File: src/rtl/riscv_pkg.sv
// Shared RV64I(+Zba) decode types: opcodes, ALU op codes, immediate formats, ID/EX payload.
// Also holds the immediate-extension helper used by the decode stage.
package riscv_pkg;

    localparam int XLEN   = 64;
    localparam int NREGS  = 32;
    localparam int REG_AW = 5;

    localparam logic [6:0] OPC_LUI     = 7'b0110111;
    localparam logic [6:0] OPC_AUIPC   = 7'b0010111;
    localparam logic [6:0] OPC_JAL     = 7'b1101111;
    localparam logic [6:0] OPC_JALR    = 7'b1100111;
    localparam logic [6:0] OPC_BRANCH  = 7'b1100011;
    localparam logic [6:0] OPC_LOAD    = 7'b0000011;
    localparam logic [6:0] OPC_STORE   = 7'b0100011;
    localparam logic [6:0] OPC_OP_IMM  = 7'b0010011;
    localparam logic [6:0] OPC_OP      = 7'b0110011;
    localparam logic [6:0] OPC_OP_IMM32 = 7'b0011011;
    localparam logic [6:0] OPC_OP32    = 7'b0111011;

    typedef enum logic [4:0] {
        ALU_ADD       = 5'd0,
        ALU_SUB       = 5'd1,
        ALU_SLL       = 5'd2,
        ALU_SLT       = 5'd3,
        ALU_SLTU      = 5'd4,
        ALU_XOR       = 5'd5,
        ALU_SRL       = 5'd6,
        ALU_SRA       = 5'd7,
        ALU_OR        = 5'd8,
        ALU_AND       = 5'd9,
        ALU_LUI       = 5'd10,
        ALU_SH1ADD    = 5'd11,
        ALU_SH2ADD    = 5'd12,
        ALU_SH3ADD    = 5'd13,
        ALU_ADD_UW    = 5'd14,
        ALU_SH1ADD_UW = 5'd15,
        ALU_SH2ADD_UW = 5'd16,
        ALU_SH3ADD_UW = 5'd17,
        ALU_SLLI_UW   = 5'd18
    } alu_op_e;

    typedef enum logic [2:0] {
        IMM_I = 3'd0,
        IMM_S = 3'd1,
        IMM_B = 3'd2,
        IMM_U = 3'd3,
        IMM_J = 3'd4
    } imm_src_e;

    typedef enum logic [1:0] {
        RES_ALU = 2'b00,
        RES_MEM = 2'b01,
        RES_PC4 = 2'b10
    } result_src_e;

    typedef struct packed {
        logic [XLEN-1:0]   rd1;
        logic [XLEN-1:0]   rd2;
        logic [XLEN-1:0]   imm;
        logic [XLEN-1:0]   pc;
        logic [REG_AW-1:0] rs1;
        logic [REG_AW-1:0] rs2;
        logic [REG_AW-1:0] rd;
        logic              reg_write;
        logic              mem_write;
        logic              branch;
        logic              jump;
        logic              jump_reg;
        logic              alu_src_a;
        logic              alu_src;
        logic              word;
        logic              illegal;
        result_src_e       result_src;
        alu_op_e           alu_ctrl;
        logic [2:0]        funct3;
    } id_ex_t;

    function automatic logic [XLEN-1:0] imm_ext(input logic [31:0] i, input imm_src_e src);
        case (src)
            IMM_S:   return {{52{i[31]}}, i[31:25], i[11:7]};
            IMM_B:   return {{51{i[31]}}, i[31], i[7], i[30:25], i[11:8], 1'b0};
            IMM_U:   return {{32{i[31]}}, i[31:12], 12'b0};
            IMM_J:   return {{43{i[31]}}, i[31], i[19:12], i[20], i[30:21], 1'b0};
            default: return {{52{i[31]}}, i[31:20]};
        endcase
    endfunction

endpackage

File: src/rtl/register_file.sv
// Integer register file, 2 read / 1 write, x0 hardwired to zero, cleared on reset.
// Latency: reads combinational with write-first bypass; write lands on the rising edge.
// Backpressure: none; the write port is accepted every cycle.
module register_file
    import riscv_pkg::*;
(
    input  logic              clk,
    input  logic              rst,
    input  logic              we,
    input  logic [REG_AW-1:0] waddr,
    input  logic [XLEN-1:0]   wdata,
    input  logic [REG_AW-1:0] raddr1,
    input  logic [REG_AW-1:0] raddr2,
    output logic [XLEN-1:0]   rdata1,
    output logic [XLEN-1:0]   rdata2
);

    logic [XLEN-1:0] regs [NREGS];
    logic            wr_ok;

    assign wr_ok = we && (waddr != '0);

    always_ff @(posedge clk or negedge rst) begin
        if (!rst) begin
            for (int k = 0; k < NREGS; k++) begin
                regs[k] <= '0;
            end
        end else if (wr_ok) begin
            regs[waddr] <= wdata;
        end
    end

    // x0 is never written, so it reads back zero without a special case
    assign rdata1 = (wr_ok && waddr == raddr1) ? wdata : regs[raddr1];
    assign rdata2 = (wr_ok && waddr == raddr2) ? wdata : regs[raddr2];

endmodule

File: src/rtl/decode.sv
// RV64I decode stage: control + immediates + register read, registered into ID/EX.
// Latency: 1 cycle D->E. Zba decoding enabled by defining RV_ZBA_EN.
// Backpressure: none; ID/EX loads every edge, Flush_E loads a zero bubble.
module decode
    import riscv_pkg::*;
(
    input  logic              clk,
    input  logic              rst,
    input  logic              Flush_E,
    input  logic [XLEN-1:0]   PC_D,
    input  logic [31:0]       Instr_D,
    input  logic              RegWrite_W,
    input  logic [REG_AW-1:0] Rd_W,
    input  logic [XLEN-1:0]   Result_W,
    output logic [REG_AW-1:0] Rs1_D,
    output logic [REG_AW-1:0] Rs2_D,
    output logic [XLEN-1:0]   RD1_E,
    output logic [XLEN-1:0]   RD2_E,
    output logic [XLEN-1:0]   ImmExt_E,
    output logic [XLEN-1:0]   PC_E,
    output logic [REG_AW-1:0] Rs1_E,
    output logic [REG_AW-1:0] Rs2_E,
    output logic [REG_AW-1:0] Rd_E,
    output logic              RegWrite_E,
    output logic              MemWrite_E,
    output logic              Branch_E,
    output logic              Jump_E,
    output logic              JumpReg_E,
    output logic              ALUSrcA_E,
    output logic              ALUSrc_E,
    output logic              Word_E,
    output logic              Illegal_E,
    output logic [1:0]        ResultSrc_E,
    output logic [4:0]        ALUControl_E,
    output logic [2:0]        Funct3_E
);

    logic [6:0]      opcode;
    logic [2:0]      f3;
    logic [6:0]      f7;
    logic [5:0]      f6;
    logic [XLEN-1:0] rd1;
    logic [XLEN-1:0] rd2;
    imm_src_e        imm_src;
    id_ex_t          id_ex_d;
    id_ex_t          id_ex_q;

    assign opcode = Instr_D[6:0];
    assign f3     = Instr_D[14:12];
    assign f7     = Instr_D[31:25];
    assign f6     = Instr_D[31:26];
    assign Rs1_D  = Instr_D[19:15];
    assign Rs2_D  = Instr_D[24:20];

    register_file u_regfile (
        .clk    (clk),
        .rst    (rst),
        .we     (RegWrite_W),
        .waddr  (Rd_W),
        .wdata  (Result_W),
        .raddr1 (Rs1_D),
        .raddr2 (Rs2_D),
        .rdata1 (rd1),
        .rdata2 (rd2)
    );

    always_comb begin
        id_ex_d        = '0;
        imm_src        = IMM_I;
        id_ex_d.pc     = PC_D;
        id_ex_d.rs1    = Rs1_D;
        id_ex_d.rs2    = Rs2_D;
        id_ex_d.rd     = Instr_D[11:7];
        id_ex_d.funct3 = f3;
        id_ex_d.rd1    = rd1;
        id_ex_d.rd2    = rd2;

        case (opcode)
            OPC_LUI: begin
                id_ex_d.reg_write = 1'b1;
                id_ex_d.alu_src   = 1'b1;
                id_ex_d.alu_ctrl  = ALU_LUI;
                imm_src           = IMM_U;
            end
            OPC_AUIPC: begin
                id_ex_d.reg_write = 1'b1;
                id_ex_d.alu_src_a = 1'b1;
                id_ex_d.alu_src   = 1'b1;
                imm_src           = IMM_U;
            end
            OPC_JAL: begin
                id_ex_d.reg_write  = 1'b1;
                id_ex_d.jump       = 1'b1;
                id_ex_d.result_src = RES_PC4;
                imm_src            = IMM_J;
            end
            OPC_JALR: begin
                id_ex_d.reg_write  = 1'b1;
                id_ex_d.jump       = 1'b1;
                id_ex_d.jump_reg   = 1'b1;
                id_ex_d.alu_src    = 1'b1;
                id_ex_d.result_src = RES_PC4;
                id_ex_d.illegal    = (f3 != 3'b000);
            end
            OPC_BRANCH: begin
                id_ex_d.branch   = 1'b1;
                id_ex_d.alu_ctrl = ALU_SUB;
                imm_src          = IMM_B;
                id_ex_d.illegal  = (f3 == 3'b010) || (f3 == 3'b011);
            end
            OPC_LOAD: begin
                id_ex_d.reg_write  = 1'b1;
                id_ex_d.alu_src    = 1'b1;
                id_ex_d.result_src = RES_MEM;
                id_ex_d.illegal    = (f3 == 3'b111);
            end
            OPC_STORE: begin
                id_ex_d.mem_write = 1'b1;
                id_ex_d.alu_src   = 1'b1;
                imm_src           = IMM_S;
                id_ex_d.illegal   = f3[2];
            end
            OPC_OP_IMM: begin
                id_ex_d.reg_write = 1'b1;
                id_ex_d.alu_src   = 1'b1;
                // RV64 shifts: instr[25] is shamt[5], so only [31:26] is funct
                case (f3)
                    3'b000: id_ex_d.alu_ctrl = ALU_ADD;
                    3'b010: id_ex_d.alu_ctrl = ALU_SLT;
                    3'b011: id_ex_d.alu_ctrl = ALU_SLTU;
                    3'b100: id_ex_d.alu_ctrl = ALU_XOR;
                    3'b110: id_ex_d.alu_ctrl = ALU_OR;
                    3'b111: id_ex_d.alu_ctrl = ALU_AND;
                    3'b001: begin
                        if (f6 == 6'b000000) id_ex_d.alu_ctrl = ALU_SLL;
                        else                 id_ex_d.illegal  = 1'b1;
                    end
                    default: begin
                        if (f6 == 6'b000000)      id_ex_d.alu_ctrl = ALU_SRL;
                        else if (f6 == 6'b010000) id_ex_d.alu_ctrl = ALU_SRA;
                        else                      id_ex_d.illegal  = 1'b1;
                    end
                endcase
            end
            OPC_OP: begin
                id_ex_d.reg_write = 1'b1;
                if (f7 == 7'b0000000) begin
                    case (f3)
                        3'b000:  id_ex_d.alu_ctrl = ALU_ADD;
                        3'b001:  id_ex_d.alu_ctrl = ALU_SLL;
                        3'b010:  id_ex_d.alu_ctrl = ALU_SLT;
                        3'b011:  id_ex_d.alu_ctrl = ALU_SLTU;
                        3'b100:  id_ex_d.alu_ctrl = ALU_XOR;
                        3'b101:  id_ex_d.alu_ctrl = ALU_SRL;
                        3'b110:  id_ex_d.alu_ctrl = ALU_OR;
                        default: id_ex_d.alu_ctrl = ALU_AND;
                    endcase
                end else if (f7 == 7'b0100000 && f3 == 3'b000) begin
                    id_ex_d.alu_ctrl = ALU_SUB;
                end else if (f7 == 7'b0100000 && f3 == 3'b101) begin
                    id_ex_d.alu_ctrl = ALU_SRA;
`ifdef RV_ZBA_EN
                end else if (f7 == 7'b0010000 && f3 == 3'b010) begin
                    id_ex_d.alu_ctrl = ALU_SH1ADD;
                end else if (f7 == 7'b0010000 && f3 == 3'b100) begin
                    id_ex_d.alu_ctrl = ALU_SH2ADD;
                end else if (f7 == 7'b0010000 && f3 == 3'b110) begin
                    id_ex_d.alu_ctrl = ALU_SH3ADD;
`endif
                end else begin
                    id_ex_d.illegal = 1'b1;
                end
            end
            OPC_OP_IMM32: begin
                id_ex_d.reg_write = 1'b1;
                id_ex_d.alu_src   = 1'b1;
                id_ex_d.word      = 1'b1;
                // *W shifts take a 5-bit shamt; a set instr[25] fails the f7 match
                if (f3 == 3'b000) begin
                    id_ex_d.alu_ctrl = ALU_ADD;
                end else if (f3 == 3'b001 && f7 == 7'b0000000) begin
                    id_ex_d.alu_ctrl = ALU_SLL;
                end else if (f3 == 3'b101 && f7 == 7'b0000000) begin
                    id_ex_d.alu_ctrl = ALU_SRL;
                end else if (f3 == 3'b101 && f7 == 7'b0100000) begin
                    id_ex_d.alu_ctrl = ALU_SRA;
`ifdef RV_ZBA_EN
                end else if (f3 == 3'b001 && f6 == 6'b000010) begin
                    id_ex_d.alu_ctrl = ALU_SLLI_UW;
                    id_ex_d.word     = 1'b0;
`endif
                end else begin
                    id_ex_d.illegal = 1'b1;
                end
            end
            OPC_OP32: begin
                id_ex_d.reg_write = 1'b1;
                id_ex_d.word      = 1'b1;
                if (f7 == 7'b0000000 && f3 == 3'b000) begin
                    id_ex_d.alu_ctrl = ALU_ADD;
                end else if (f7 == 7'b0000000 && f3 == 3'b001) begin
                    id_ex_d.alu_ctrl = ALU_SLL;
                end else if (f7 == 7'b0000000 && f3 == 3'b101) begin
                    id_ex_d.alu_ctrl = ALU_SRL;
                end else if (f7 == 7'b0100000 && f3 == 3'b000) begin
                    id_ex_d.alu_ctrl = ALU_SUB;
                end else if (f7 == 7'b0100000 && f3 == 3'b101) begin
                    id_ex_d.alu_ctrl = ALU_SRA;
`ifdef RV_ZBA_EN
                end else if (f7 == 7'b0000100 && f3 == 3'b000) begin
                    id_ex_d.alu_ctrl = ALU_ADD_UW;
                    id_ex_d.word     = 1'b0;
                end else if (f7 == 7'b0010000 && f3 == 3'b010) begin
                    id_ex_d.alu_ctrl = ALU_SH1ADD_UW;
                    id_ex_d.word     = 1'b0;
                end else if (f7 == 7'b0010000 && f3 == 3'b100) begin
                    id_ex_d.alu_ctrl = ALU_SH2ADD_UW;
                    id_ex_d.word     = 1'b0;
                end else if (f7 == 7'b0010000 && f3 == 3'b110) begin
                    id_ex_d.alu_ctrl = ALU_SH3ADD_UW;
                    id_ex_d.word     = 1'b0;
`endif
                end else begin
                    id_ex_d.illegal = 1'b1;
                end
            end
            default: id_ex_d.illegal = 1'b1;
        endcase

        // an illegal instruction must not change architectural state downstream
        if (id_ex_d.illegal) begin
            id_ex_d.reg_write = 1'b0;
            id_ex_d.mem_write = 1'b0;
            id_ex_d.branch    = 1'b0;
            id_ex_d.jump      = 1'b0;
            id_ex_d.jump_reg  = 1'b0;
        end

        id_ex_d.imm = imm_ext(Instr_D, imm_src);
    end

    always_ff @(posedge clk or negedge rst) begin
        if (!rst) begin
            id_ex_q <= '0;
        end else if (Flush_E) begin
            id_ex_q <= '0;
        end else begin
            id_ex_q <= id_ex_d;
        end
    end

    assign RD1_E        = id_ex_q.rd1;
    assign RD2_E        = id_ex_q.rd2;
    assign ImmExt_E     = id_ex_q.imm;
    assign PC_E         = id_ex_q.pc;
    assign Rs1_E        = id_ex_q.rs1;
    assign Rs2_E        = id_ex_q.rs2;
    assign Rd_E         = id_ex_q.rd;
    assign RegWrite_E   = id_ex_q.reg_write;
    assign MemWrite_E   = id_ex_q.mem_write;
    assign Branch_E     = id_ex_q.branch;
    assign Jump_E       = id_ex_q.jump;
    assign JumpReg_E    = id_ex_q.jump_reg;
    assign ALUSrcA_E    = id_ex_q.alu_src_a;
    assign ALUSrc_E     = id_ex_q.alu_src;
    assign Word_E       = id_ex_q.word;
    assign Illegal_E    = id_ex_q.illegal;
    assign ResultSrc_E  = id_ex_q.result_src;
    assign ALUControl_E = id_ex_q.alu_ctrl;
    assign Funct3_E     = id_ex_q.funct3;

endmodule

File: config.mk
export PLATFORM = sky130hd
export DESIGN_NAME = decode
export DESIGN_NICKNAME = d
export VERILOG_FILES = /design/src/rtl/riscv_pkg.sv /design/src/rtl/register_file.sv /design/src/rtl/decode.sv
export SDC_FILE = /design/constraint.sdc
export NUM_CORES = 2
export LEC_CHECK = 0
export BUFFER_PORTS_ARGS = -buffer_cell sky130_fd_sc_hd__buf_2
export CAP_MARGIN = 20
export CORE_MARGIN = 5
export CORE_UTILIZATION = 60
export CTS_CLUSTER_DIAMETER = 30
export DETAILED_ROUTE_END_ITERATION = 8
export GPL_ROUTABILITY_DRIVEN = 0
export PLACE_DENSITY = 0.87
export SYNTH_ARGS = -nofsm -noshare
export SYNTH_HDL_FRONTEND = slang
export SYNTH_SLANG_ARGS = --single-unit
File: constraint.sdc
create_clock -name clk -period 3.5 [get_ports clk]
set_input_delay 0.7 -clock clk [delete_from_list [all_inputs] [get_ports clk]]
set_output_delay 0.7 -clock clk [all_outputs]
set_load 0.03 [all_outputs]
==> reports/qor.txt <==
status: complete, no violations
Pre-Repair DR Iteration Count: 9
PD cells: 700 nW/um^2
Finished Layout Cells: 11000
1st-iter DRT viols: 14700
worst hold path type: primary input to flop
I/O Buffers: 467
detailed-route via count: 88200
Post-DP Area: 123000 sq um
CTS clk-pin slew, worst paths: 0.05 ns
Final nets: 8272
Worst setup startpoint: ImmExt_E[62]
design area: 140000 sq um
Post-Synthesis Mean Instance Area: 15.3 sq um
drt drc: 0
Hold Path Origin: PC_D[39]
Setup TNS: 0 ns
CP top delay family: flip-flops
FF+latch count, synth: 2305
Worst Clk Skew: 0.0645 ns
hold buffer count at CTS: 61
first-pass GRT wire length: 643 mm
Total Routing Usage GR: 0.433
Worst Path Required: 2.80 ns
Clock Path Buffers: 4
Hold WS: 0.0122 ns
Max Fclk: 345 MHz
Initial Util: 0.602
P&R area growth vs syn: 21.2%
post-cts sizing count: 0
wire per inst: 40.3 um
DP Cell Count: 10100
die area: 202000 sq um
RR Startpoint: u_regfile.regs[1974]
Routed Antenna Nets: 0
cell taking the most area after synthesis: dfrtp_1
fraction of layout cells with a size suffix above 1: 0.566
Final Hold Fails: 0
leading post-synthesis cells by cell area: dfrtp_1 50%, mux4_2 20%, mux2_2 19%
ys async rst share: 1.00
CP Capture Type: output port
startpoint types: flop
vias in the first global route: 92400
reg-to-reg endpoint: RD2_E[54]
Die H: 449 um
TritonCTS Buffers: 463
Syn Inst Count: 7549
chip width: 449 um
crit-path max FO: 33
syn nets: 7718
post-layout util: 0.730
leakage power: 62.8 nW
yosys warns: 0
register area share after synthesis: 0.498
slowest CP cell: dfrtp_1
Worst Tran Pin Value: 1.33 ns
unrepaired setup endpoints after global routing: false
Tcrit/Tclk final: 0.829
R2R depth: 5
H-tree depth: 5
cell row count: 161
Yosys cell types: 69
fin crit period: 2.90 ns
Buf/Inv on CP: 1
final WL: 446 mm
core area: 192000 sq um
TritonCTS clock tree: yes
Detailed Place HPWL: 238 mm
largest net degree at the start of global routing: 124
critical path, cell by cell: buf_2
setup bufs post-CTS: 0
most common cell after layout, fill and taps aside: dfrtp_1
crit path kind: flop to output port
worst skew pair latency: 1.00 ns
cell depth of the worst hold path: 2
Worst Path Arrival: 2.20 ns
number of flops mapped to enable cells by yosys: 0
max incr delay on CP: 0.86 ns
Synth Flop Type: dfrtp_1
IO Pins: 469
Worst slew margin: 0.109
final setup violation count: 0
Slew Limit Fails: 0
total gr overflow: 0
peak supply drop: 638 uV
vias per cell: 7.98
initial antenna violation count: 57
Hold EP: PC_E[39]
max cap viols: 0
Yosys top cell area share: 0.498
clock root buffer master: clkbuf_16
# clock sinks: 2305
Post-Syn Area: 116000 sq um
most frequent cells in the layout: 2305 x dfrtp_1, 1990 x mux2_2, 1015 x mux4_2, 469 x clkbuf_16, 459 x buf_2
R2R Setup Slk: 1.05 ns
## logic make-up (layout without fill, tap and decap cells)
logic type	after synthesis	in the layout	share of synthesized area
DFF	2305	2305	0.498
muxes	3152	3152	0.404
and+or+nand+nor	525	525	0.0240
AOI/OAI and AO/OA	652	652	0.0395
xor gates and xnor gates	11	11	0.000832
buffers and inverters	903	1833	0.0341
other	1	43	0.0000324
## power breakdown
part / internal (mW) / leakage, nW / switching (mW)
Combinational: 8.69 / 25.2 / 7.23
Clock: 31.0 / 7.88 / 15.6
Sequential: 31.4 / 29.7 / 4.38
## registers in the layout, summed over array words and instances (netlist names), 2 cells and up
register        count
Funct3_E            3
u_regfile.regs   2048
ImmExt_E           32
RD2_E              64
Rd_E                5
PC_E               64
Rs2_E               5
Rs1_E               5
ALUControl_E        4
ResultSrc_E         2
RD1_E              64
## area by class of cell
type,instances,area [sq um]
Multi-Input combinational cell,4341,54600
Sequential cell,2305,57700
Timing Repair Buffer,984,8590
Inverter,8,30.0
Tap cell,2526,3160
Clock buffer,564,12600
Antenna cell,42,105
Fill cell,9799,52000
Clock inverter,277,3650
## worst max-delay path by stage
stage,to,slack (ns),cells past startpoint
3_5_place_dp,RD1_E[20],0.30,8
3_3_place_gp,RD1_E[20],0.30,8
6_report,ImmExt_E[48],0.60,1
5_1_grt,ImmExt_E[48],0.47,1
4_1_cts,ImmExt_E[44],0.63,1
2_1_floorplan,RD1_E[2],0.84,8
## stage by stage
step	power (mW)	setup WS (ns)
after floorplan	44.8	0.840
after global placement	48.8	0.303
after detailed placement	50.0	0.303
after CTS	97.0	0.631
after global routing	100	0.467
final	98.3	0.600
## per-layer routing
metal | wire length, um | part of all wire | track usage | vias up
met4 | 50700 | 0.11 | 0.389 | 32
li1 | - | - | - | 30600
met1 | 133000 | 0.30 | 0.493 | 44100
met2 | 192000 | 0.43 | 0.617 | 9918
met3 | 69000 | 0.15 | 0.189 | 3499
met5 | 331 | 0.00074 | 0.00663 | -
## cells in the mapped netlist, drive strengths merged, types with 4 or more instances
master,n
nor2,52
nor2b,99
nand3b,7
nor4,58
nand2,131
or2,9
nor3,28
o221a,10
inv,6
and3,15
nand2b,18
mux2,2011
o21ai,43
nand3,66
a32o,32
a21oi,42
mux4,1015
and2,11
buf,420
nand4b,4
mux2i,126
dfrtp,2305
a211oi,38
clkbuf,475
nor3b,11
a22oi,80
a311oi,4
a221oi,11
o211ai,13
o21bai,4
o22ai,289
a22o,59
xor2,8
or3,7
No activity file was read; power rests on OpenSTA's default activity.
